--- config.mk ---
export PLATFORM = sky130hd
export DESIGN_NAME = or_gate_flat
export DESIGN_NICKNAME = d
export VERILOG_FILES = /design/src/rtl/or_gate_if.sv /design/src/rtl/or_gate.sv /design/src/flat_wrapper.sv
export SDC_FILE = /design/constraint.sdc
export NUM_CORES = 1
export LEC_CHECK = 0
export BUFFER_PORTS_ARGS = -buffer_cell sky130_fd_sc_hd__buf_2
export CORE_MARGIN = 4
export CORE_UTILIZATION = 30
export CTS_BUF_LIST = sky130_fd_sc_hd__clkbuf_8
export CTS_CLUSTER_SIZE = 40
export DETAILED_ROUTE_END_ITERATION = 8
export HOLD_SLACK_MARGIN = 0.12
export PLACE_DENSITY = 0.48
export REMOVE_ABC_BUFFERS = 1
export SLEW_MARGIN = 20
export SYNTH_ARGS = -nofsm -noshare
export SYNTH_HDL_FRONTEND = slang
export SYNTH_SLANG_ARGS = --single-unit
export TNS_END_PERCENT = 50
--- constraint.sdc ---
create_clock -name clk -period 2.1 [get_ports clk]
set_input_delay 0.315 -clock clk [delete_from_list [all_inputs] [get_ports clk]]
set_output_delay 0.315 -clock clk [all_outputs]
set_load 0.03 [all_outputs]
--- src/rtl/or_gate_if.sv ---
// Signal bundle for the or_gate primitive: the two operands, the combinational
// result, the synchronous clear and the registered monitor outputs.
// The driver of the operands uses the master view; the gate itself uses the slave view.
interface or_gate_if #(
    parameter int WIDTH = 1,
    parameter int CNT_W = 8
);
    logic [WIDTH-1:0] A;
    logic [WIDTH-1:0] B;
    logic [WIDTH-1:0] Y;
    logic             clr;
    logic [WIDTH-1:0] y_q;
    logic             y_any;
    logic [WIDTH-1:0] sticky;
    logic [CNT_W-1:0] hit_cnt;

    modport master (
        output A,
        output B,
        output clr,
        input  Y,
        input  y_q,
        input  y_any,
        input  sticky,
        input  hit_cnt
    );

    modport slave (
        input  A,
        input  B,
        input  clr,
        output Y,
        output y_q,
        output y_any,
        output sticky,
        output hit_cnt
    );
endinterface

--- src/rtl/or_gate.sv ---
// Bitwise OR glue primitive with a lightweight activity monitor.
// Y is purely combinational. Alongside it, the monitor keeps:
//  - a registered copy of Y
//  - a registered "any bit set" flag
//  - a sticky per-bit accumulator
//  - a saturating count of the edges at which any bit of Y was set
// A synchronous clear wipes the accumulator and the counter, but the sample
// taken on that same edge is still accumulated and counted.
module or_gate #(
    parameter int WIDTH = 1,
    parameter int CNT_W = 8
) (
    input  logic clk,
    input  logic rst,
    or_gate_if.slave bus
);

    localparam logic [CNT_W-1:0] CNT_MAX = '1;

    logic [WIDTH-1:0] y_comb;
    logic             hit;
    logic [CNT_W-1:0] hit_inc;
    logic [WIDTH-1:0] y_q_r;
    logic             y_any_r;
    logic [WIDTH-1:0] sticky_r;
    logic [CNT_W-1:0] hit_cnt_r;

    assign y_comb  = bus.A | bus.B;
    assign hit     = |y_comb;
    assign hit_inc = CNT_W'(hit);

    assign bus.Y       = y_comb;
    assign bus.y_q     = y_q_r;
    assign bus.y_any   = y_any_r;
    assign bus.sticky  = sticky_r;
    assign bus.hit_cnt = hit_cnt_r;

    // Monitor registers: sample Y, accumulate it, and count active edges without wrapping
    always_ff @(posedge clk or posedge rst) begin
        if (rst) begin
            y_q_r     <= '0;
            y_any_r   <= 1'b0;
            sticky_r  <= '0;
            hit_cnt_r <= '0;
        end else begin
            y_q_r   <= y_comb;
            y_any_r <= hit;
            if (bus.clr) begin
                sticky_r  <= y_comb;
                hit_cnt_r <= hit_inc;
            end else begin
                sticky_r <= sticky_r | y_comb;
                if (hit_cnt_r == CNT_MAX) begin
                    hit_cnt_r <= CNT_MAX;
                end else begin
                    hit_cnt_r <= hit_cnt_r + hit_inc;
                end
            end
        end
    end

endmodule

--- src/flat_wrapper.sv ---
// flat-port wrapper written by rule: the top's interface ports become plain ports
module or_gate_flat 
#(
    parameter int WIDTH = 1,
    parameter int CNT_W = 8
)
  (clk, rst, bus_A, bus_B, bus_clr, bus_Y, bus_y_q, bus_y_any, bus_sticky, bus_hit_cnt);
  or_gate_if #(.WIDTH(WIDTH), .CNT_W(CNT_W)) bus_i ();
  input  logic clk;
  input  logic rst;
  input wire logic [$bits(bus_i.A)-1:0] bus_A;
  input wire logic [$bits(bus_i.B)-1:0] bus_B;
  input wire logic [$bits(bus_i.clr)-1:0] bus_clr;
  output wire logic [$bits(bus_i.Y)-1:0] bus_Y;
  output wire logic [$bits(bus_i.y_q)-1:0] bus_y_q;
  output wire logic [$bits(bus_i.y_any)-1:0] bus_y_any;
  output wire logic [$bits(bus_i.sticky)-1:0] bus_sticky;
  output wire logic [$bits(bus_i.hit_cnt)-1:0] bus_hit_cnt;
  assign bus_i.A = bus_A;
  assign bus_i.B = bus_B;
  assign bus_i.clr = bus_clr;
  assign bus_Y = bus_i.Y;
  assign bus_y_q = bus_i.y_q;
  assign bus_y_any = bus_i.y_any;
  assign bus_sticky = bus_i.sticky;
  assign bus_hit_cnt = bus_i.hit_cnt;
  or_gate #(.WIDTH(WIDTH), .CNT_W(CNT_W)) u_core (.clk(clk), .rst(rst), .bus(bus_i));
endmodule
== After elaboration in Yosys (flattened, before gate mapping) ==
Index checks and enable logic that the tools add are counted.

* Add/sub/neg operators: 1
* Equal/unequal tests: 1
* Bitwise operators: 2
* Muxes and demuxes: 3

{| class="wikitable"
|+ Operator list
! kind !! number
|-
| 8-bit 2-to-1 mux || 2
|-
| 8-bit by 1-bit adder with 8-bit output || 1
|-
| 8-bit == test, second input constant || 1
|-
| 1-bit OR || 2
|-
| 1-bit 2-to-1 mux || 1
|}

* Bits of input ports: 5
* Word-level logic and storage cells: 10
* Register bits: 10

== Longest topological paths before layout ==
Gate-level depths: netlist (run 1).

* Word-level depth: 4
* Depth in mapped cells: 7
* Mapped depth without buffers: 7

== Worst setup path after synthesis (run 1) ==
No wires, ideal clock.

* Kind: input -> register
* From: in bus_B
* To: reg u_core.hit_cnt_r[6], in the netlist u_core.bus.hit_cnt[6]
* Required time: 1.961 ns
* Library setup time: 0.139 ns
* Cell stages on the path: 7
* Buffers on the path: 0
* Data arrival time: 1.462 ns
* Setup slack: 0.498 ns
* Cell sequence: nor2_1 > inv_1 > ha_1 > ha_1 > nand2_1 > nor4b_1 > nor3_1

* Word-level cells in the longest chain between the ends: 4

{| class="wikitable"
|+ RTL lines
! item !! RTL line !! text
|-
| from (decl) || flat_wrapper.sv:12 || <nowiki>input wire logic [$bits(bus_i.B)-1:0] bus_B;</nowiki>
|-
| 1-bit OR || or_gate.sv:28 || <nowiki>assign y_comb = bus.A | bus.B;</nowiki>
|-
| via bus_Y || flat_wrapper.sv:14 || <nowiki>output wire logic [$bits(bus_i.Y)-1:0] bus_Y;</nowiki>
|-
| 8-bit by 1-bit adder with 8-bit output || or_gate.sv:56 || <nowiki>hit_cnt_r <= hit_cnt_r + hit_inc;</nowiki>
|-
| 8-bit 2-to-1 mux || or_gate.sv:53 || <nowiki>if (hit_cnt_r == CNT_MAX) begin</nowiki>
|-
| 8-bit 2-to-1 mux || or_gate.sv:48 || <nowiki>if (bus.clr) begin</nowiki>
|-
| to (signal assigned) || or_gate.sv:50 || <nowiki>hit_cnt_r <= hit_inc;</nowiki>
|-
| to (signal assigned) || or_gate.sv:56 ||
|-
| to (decl) || or_gate.sv:26 || <nowiki>logic [CNT_W-1:0] hit_cnt_r;</nowiki>
|}

The timed path passes the listed nets, and every way through them passes these cells.

== Worst setup path in the final report (run 1) ==
* From: in bus_B
* To: reg u_core.hit_cnt_r[4], in the netlist u_core.bus.hit_cnt[4]

* Word-level cells in the longest chain between the ends: 4

{| class="wikitable"
|+ RTL lines
! item !! RTL line
|-
| 1-bit OR || or_gate.sv:28
|-
| 8-bit by 1-bit adder with 8-bit output || or_gate.sv:56
|-
| 8-bit 2-to-1 mux || or_gate.sv:53
|-
| 8-bit 2-to-1 mux || or_gate.sv:48
|}

Every way passes these cells.

==> results of run 1 <==
cells in the mapped netlist (2+ instances only):
library cell | count | area [um2]
sky130_fd_sc_hd__nand3_1 | 3 | 15.0
sky130_fd_sc_hd__and3_1 | 2 | 12.5
sky130_fd_sc_hd__a31oi_1 | 3 | 18.8
sky130_fd_sc_hd__ha_1 | 2 | 25.0
sky130_fd_sc_hd__a21oi_1 | 3 | 15.0
sky130_fd_sc_hd__xnor2_1 | 2 | 17.5
sky130_fd_sc_hd__inv_1 | 4 | 15.0
sky130_fd_sc_hd__nor4b_1 | 2 | 17.5
sky130_fd_sc_hd__dfrtp_1 | 10 | 250
sky130_fd_sc_hd__nor3_1 | 2 | 10.0
sky130_fd_sc_hd__nor2_1 | 2 | 7.51
layer usage:
metal  wire, um  vias up  track usage, %
li1           -      211               -
met1        457      217            12.3
met2        510       13            14.3
met3         72        2            5.50
met4          6        0            4.27
met5          0        -               0
through the flow:
step                      cell area, um2  setup WS [ns]  util (%)  hold slack [ns]  power (mW)
after floorplan                      495          0.508         -            0.155       0.277
after global placement               596          0.457      38.2            0.326       0.306
after detailed placement             596          0.433      38.2            0.320       0.307
after CTS                            661          0.683      42.4            0.317       0.553
after global routing                 661          0.531      42.4            0.328       0.576
final                                661          0.707      42.4            0.321       0.544
flip-flops by register name (all words and copies together), names as in the netlist:
| register | count |
|---|---|
| u_core.bus.sticky | 1 |
| u_core.bus.y_q | 1 |
| u_core.bus.hit_cnt | 8 |
worst max-delay path, delay by kind of cell:
kind,cells,cell delay [ns]
AO/OA/AOI/OAI,1,0.08
XOR/XNOR,1,0.15
adder cells (fa/ha/maj),2,0.47
buffers and inverters,2,0.19
AND/OR/NAND/NOR,2,0.30
how the worst min path moves through the flow:
| stage | startpoint | end | slack, ns | depth (start not counted) |
|---|---|---|---|---|
| detailed placement | rst | u_core.bus.sticky$_DFF_PP0_ | 0.32 | 2 |
| global route | bus_A | u_core.bus.sticky$_DFF_PP0_ | 0.33 | 3 |
| global placement | rst | u_core.bus.hit_cnt[7]$_DFF_PP0_ | 0.33 | 2 |
| CTS | bus_A | u_core.bus.sticky$_DFF_PP0_ | 0.32 | 3 |
| floorplan | rst | u_core.bus.hit_cnt[0]$_DFF_PP0_ | 0.16 | 1 |
| finish | bus_A | u_core.bus.sticky$_DFF_PP0_ | 0.32 | 3 |
layout make-up:
type,instances,area (um2)
fill,169,898
sequential,10,250
multi-input combinational,31,230
timing repair buffer,17,90.1
clock buffer,4,55.1
tap,16,20.0
inverter,4,15.0
kinds of logic after synthesis:
| logic type | synth area share (%) |
|---|---|
| AOI/OAI and AO/OA | 13.3 |
| xor gates and xnor gates | 5.19 |
| adders and majority gates | 4.94 |
| buffers and inverters | 5.18 |
| DFF | 49.4 |
| and+or+nand+nor | 22.0 |
where the power goes:
| group | switching (mW) | leakage, nW | internal, mW |
|---|---|---|---|
| combinational | 0.0564 | 0.156 | 0.0295 |
| clock | 0.0759 | 0.0288 | 0.165 |
| sequential | 0.0133 | 0.127 | 0.204 |
| total | 0.146 | 0.312 | 0.398 |
timing repair:
| action | 4_1_cts | 5_1_grt |
|---|---|---|
| endpoints found under the hold margin | 10 | 0 |
| hold buffers | 1 | 0 |
| buffers inserted | 0 | 0 |
==> results.txt, run 1 <==
----------------------------------------------------
[Critical path]
  Cell type with the highest occurrence count on the critical path ... sky130_fd_sc_hd__ha_1
  WS Path Type ... primary input to flip-flop
  Standard cell with the maximum stage delay on the critical path ... sky130_fd_sc_hd__ha_1
  Critical path, cell by cell ... buf_2 -> nor2_1 -> inv_1 -> ha_1 -> ha_1 -> nand3_1 -> xor2_1 -> a21oi_1
  Start point of the critical path ... bus_B
  Worst setup SP type ... primary input
  Required time reported for the critical path endpoint ... 2.22 ns
  Path depth of the worst reg2reg path ... 5
  RR Endpoint ... u_core.bus.hit_cnt[6]$_DFF_PP0_
  Arrival time of data at the critical path endpoint ... 1.51 ns
  Kind of end point of the critical path ... flip-flop
  Maximum fanout count along the critical path ... 4
  Critical path endpoint ... u_core.bus.hit_cnt[4]$_DFF_PP0_
  Launching point of the worst reg2reg path ... u_core.bus.hit_cnt[0]$_DFF_PP0_
  Flop2flop setup slack ... 0.72 ns
  Largest incremental delay on the critical path ... 0.25 ns

[STA]
  Total of endpoints with negative setup slack in the final report ... 0
  Sum of negative setup slack ... 0 ns
  Worst rel slew slack ... 73.8%
  Max frequency ... 0.718 GHz
  Final Max Tran Viols ... 0
  Min cycle time layout ... 1.39 ns
  Clk_skew ... 0.00345 ns
  Worst slew pin tran ... 0.392 ns
  Final period utilization ... 66.3%
  Number of endpoints with negative hold slack in the final report ... 0
  RSZ-0062 raised after global routing ... no

[Final layout]
  Area growth from synthesis to final layout ... 30.4%
  Commonest cells after routing, fill and taps aside ... sky130_fd_sc_hd__buf_2, sky130_fd_sc_hd__dfrtp_1, sky130_fd_sc_hd__inv_1, sky130_fd_sc_hd__clkbuf_8
  Most common library cell in the layout ignoring fill and taps ... sky130_fd_sc_hd__buf_2
  Total Nets Final ... 74
  Proportion of layout cells with a drive suffix above 1 ... 37.9%
  Number of inserted diodes ... 0
  Post-layout instance count excluding filler cells ... 82

[Yosys]
  Number of warning messages in the yosys log ... 0
  Post-Syn Area per Cell ... 10.8 um2
  Part of the Yosys area used for sequential elements ... 49.4%
  Fraction of synthesis flops using an asynchronous set or reset pin ... 100%
  Number of different library cells in the post-synthesis netlist ... 23
  Number of flops mapped to enable cells by yosys ... 0
  Top_reg_cell synth ... sky130_fd_sc_hd__dfrtp_1
  Number of standard cells after synthesis ... 47
  Seq cells post-synth ... 10
  Post-synth design cell area ... 507 um2

[Detailed routing]
  Post-DRT Antenna Nets ... 0
  Drt wl/cell ... 12.8 um
  Vias per std cell ... 5.40
  # DRC ... 0
  First-pass detailed-route iteration total ... 4
  Routed WL ... 1050 um
  Number of design-rule violations left by the first detailed-router iteration ... 10
  Overall via count from detail_route ... 443

[Clocking]
  CTS-repair resized insts ... 0
  CTS clk-pin slew, worst paths ... 0.05 ns
  CTS tree ... yes
  CTS sink cnt ... 10
  Number of clock buffers inserted by TritonCTS ... 3
  CTS H-tree lvls ... 1
  Clock Path Buffers ... 2
  Source-to-sink clock delay at the later pin of the worst-skew pair ... 0.24 ns
  Root Driver ... sky130_fd_sc_hd__clkbuf_8

[Floorplanning]
  Std cell rows ... 14
  CORE AREA ... 1560 um2
  Die Y-Extent ... 49.1 um
  Die width ... 49.1 um
  Die area ... 2410 um2
  Initial core utilization ... 32.5%
  Number of ports placed on the die boundary ... 17

[Flow run]
  Max-cap violations ... 0

[Global route]
  Number of antenna violations at the first check in global routing ... 0
  Vias in the first global route ... 385
  Wire length of the first global-routing pass ... 1780 um
  Global-route usage over all layers ... 10.0%
  Largest net degree at the start of global routing ... 11
  Global-route congestion overflow total ... 0

[Pwr]
  Power density of the placed cells ... 823 nW/um2
  Max rail drop VDD ... 0.419 mV
  Leakage power ... 0.312 nW

[Placed design]
  Port Buf Inserts ... 16
  Number of placed cells counting well taps ... 77
  Final estimated routing congestion in global placement ... 0.789
  Detailed Place HPWL ... 824 um

[Status]
  Outcome ... finished, final reports clean

[Hold path]
  Tightest Hold Check Type ... primary input to flip-flop

----------------------------------------------------
Note: power is estimated with default switching activity, not from simulation.
==> run 2: changes to the inputs <==
- clock period: 2.1 -> 1.4 ns (I/O delays scaled with it)
==> run 2 against run 1 <==
Sequential power rose by 52%. Critical endpoint is now u_core.bus.hit_cnt[6]$_DFF_PP0_. Total power up 56%. Cell count increased by 3.7%. Core utilization increased by 2.6 points. Via count is 0.68% lower.
==> results.txt, run 2 (same netlist as run 1, synthesis figures left out) <==
----------------------------------------------------
[Critical path]
  Largest incremental delay on the critical path ... 0.34 ns
  Start point of the critical path ... u_core.bus.hit_cnt[0]$_DFF_PP0_
  Flop2flop setup slack ... 0.09 ns
  Path depth of the worst reg2reg path ... 5
  Critical path endpoint ... u_core.bus.hit_cnt[6]$_DFF_PP0_
  Critical path, cell by cell ... ha_1 -> ha_4 -> nand2_1 -> nor4b_2 -> nor3_1
  Worst setup SP type ... flip-flop
  Launching point of the worst reg2reg path ... u_core.bus.hit_cnt[0]$_DFF_PP0_
  RR Endpoint ... u_core.bus.hit_cnt[6]$_DFF_PP0_
  WS Path Type ... flip-flop to flip-flop
  Kind of end point of the critical path ... flip-flop
  Standard cell with the maximum stage delay on the critical path ... sky130_fd_sc_hd__dfrtp_1
  Arrival time of data at the critical path endpoint ... 1.43 ns
  Required time reported for the critical path endpoint ... 1.52 ns
  Maximum fanout count along the critical path ... 4

[STA]
  Number of endpoints with negative hold slack in the final report ... 0
  Max frequency ... 0.762 GHz
  Clk_skew ... 0.00114 ns
  Final period utilization ... 93.7%
  Worst rel slew slack ... 73.3%
  Min cycle time layout ... 1.31 ns
  Sum of negative setup slack ... 0 ns
  Final Max Tran Viols ... 0
  Final-layout worst hold slack ... 0.269 ns
  Total of endpoints with negative setup slack in the final report ... 0
  Setup WS post-layout ... 0.0878 ns
  Worst slew pin tran ... 0.400 ns

[Final layout]
  Commonest cells after routing, fill and taps aside ... sky130_fd_sc_hd__buf_2, sky130_fd_sc_hd__dfrtp_1, sky130_fd_sc_hd__inv_1, sky130_fd_sc_hd__clkbuf_8
  Max FFs per register ... 8
  Most common library cell in the layout ignoring fill and taps ... sky130_fd_sc_hd__buf_2
  Total Nets Final ... 77
  Area growth from synthesis to final layout ... 38.5%
  Number of inserted diodes ... 0
  Sequential standard cell area ... 250 um2
  Combined area of the multi-input logic cells ... 249 um2
  Area of all placed cells without fillers ... 702 um2
  Proportion of layout cells with a drive suffix above 1 ... 43.5%
  Final core utilization ... 45.0%
  Post-layout instance count excluding filler cells ... 85
  Filler Cell Count ... 162

[Floorplanning]
  Die area ... 2410 um2
  Std cell rows ... 14
  Initial core utilization ... 32.5%
  CORE AREA ... 1560 um2
  Die Y-Extent ... 49.1 um
  Number of ports placed on the die boundary ... 17
  Die width ... 49.1 um

[Detailed routing]
  Overall via count from detail_route ... 440
  Number of design-rule violations left by the first detailed-router iteration ... 4
  Drt wl/cell ... 13.9 um
  # DRC ... 0
  Post-DRT Antenna Nets ... 0
  First-pass detailed-route iteration total ... 3
  Routed WL ... 1180 um
  Vias per std cell ... 5.18

[Global route]
  Wire length of the first global-routing pass ... 2090 um
  Number of antenna violations at the first check in global routing ... 0
  Global-route congestion overflow total ... 0
  Global-route usage over all layers ... 11.4%
  Vias in the first global route ... 458
  Largest net degree at the start of global routing ... 11

[Pwr]
  Logic gate share of total power ... 17.3%
  Net switching fraction of the power ... 28.0%
  Clock group share of total power ... 43.9%
  Max rail drop VDD ... 0.561 mV
  Power Total ... 849 uW
  Switching power summed over all nets ... 238 uW
  Internal power summed over all cells ... 611 uW
  Power density of the placed cells ... 1210 nW/um2
  Seq pwr share ... 38.8%
  Leakage power ... 0.325 nW

[Placed design]
  Worst slack at placement ... -0.0209 ns
  Number of placed cells counting well taps ... 80
  Port Buf Inserts ... 16
  Instance area at placement ... 618 um2
  Detailed Place HPWL ... 841 um
  Final estimated routing congestion in global placement ... 0.771

[Status]
  Outcome ... finished, final reports clean

[Clocking]
  Number of clock buffers inserted by TritonCTS ... 3
  Root Driver ... sky130_fd_sc_hd__clkbuf_8
  CTS sink cnt ... 10
  CTS clk-pin slew, worst paths ... 0.05 ns
  Source-to-sink clock delay at the later pin of the worst-skew pair ... 0.24 ns
  CTS H-tree lvls ... 1
  Clock Path Buffers ... 2
  CTS tree ... yes

[Hold path]
  Launch point of the worst hold path ... bus_clr
  Tightest Hold Check Type ... primary input to flip-flop

[Flow run]
  Max-cap violations ... 0

----------------------------------------------------
## run 2: final cells by class
| type | count | share of cell area [%] |
|---|---|---|
| Sequential cell | 10 | 35.7 |
| Tap cell | 16 | 2.85 |
| Clock buffer | 4 | 7.84 |
| Inverter | 4 | 2.14 |
| Multi-Input combinational cell | 31 | 35.5 |
| Timing Repair Buffer | 20 | 16.0 |
## run 2: timing repair
| action | 4_1_cts | 5_1_grt |
|---|---|---|
| endpoints found under the setup margin | 0 | 2 |
| hold buffers | 1 | 0 |
| buffers inserted | 0 | 0 |
| resized for setup | 0 | 3 |
| endpoints found under the hold margin | 10 | 0 |
## run 2: power groups by stage
stage	clock network, mW	logic [mW]	registers (mW)
floorplan	0	0.0507	0.365
global placement	0	0.139	0.330
detailed placement	0	0.138	0.331
CTS	0.381	0.141	0.326
global route	0.399	0.165	0.335
finish	0.373	0.147	0.330
## run 2: worst min path at each step
stage / end / cells after the start
after floorplan: u_core.bus.hit_cnt[0]$_DFF_PP0_ / 1
after global placement: u_core.bus.hit_cnt[7]$_DFF_PP0_ / 2
after detailed placement: u_core.bus.hit_cnt[7]$_DFF_PP0_ / 2
after CTS: u_core.bus.hit_cnt[1]$_DFF_PP0_ / 2
after global routing: u_core.bus.hit_cnt[1]$_DFF_PP0_ / 2
final: u_core.bus.hit_cnt[1]$_DFF_PP0_ / 2
## run 2: routing by layer
metal  GRT usage (%)  up-vias  part of all wire [%]
li1                -      219                     -
met1            15.4      208                    49
met2            15.4       11                    47
met3            2.14        2                   3.3
met4            9.48        0                   1.3
met5               0        -                     0
## run 2: critical path: cells and delay by family (launching register included)
kind                       cells  cell delay, ns
adders and majority gates      2            0.42
DFF                            1            0.34
and+or+nand+nor                3            0.42
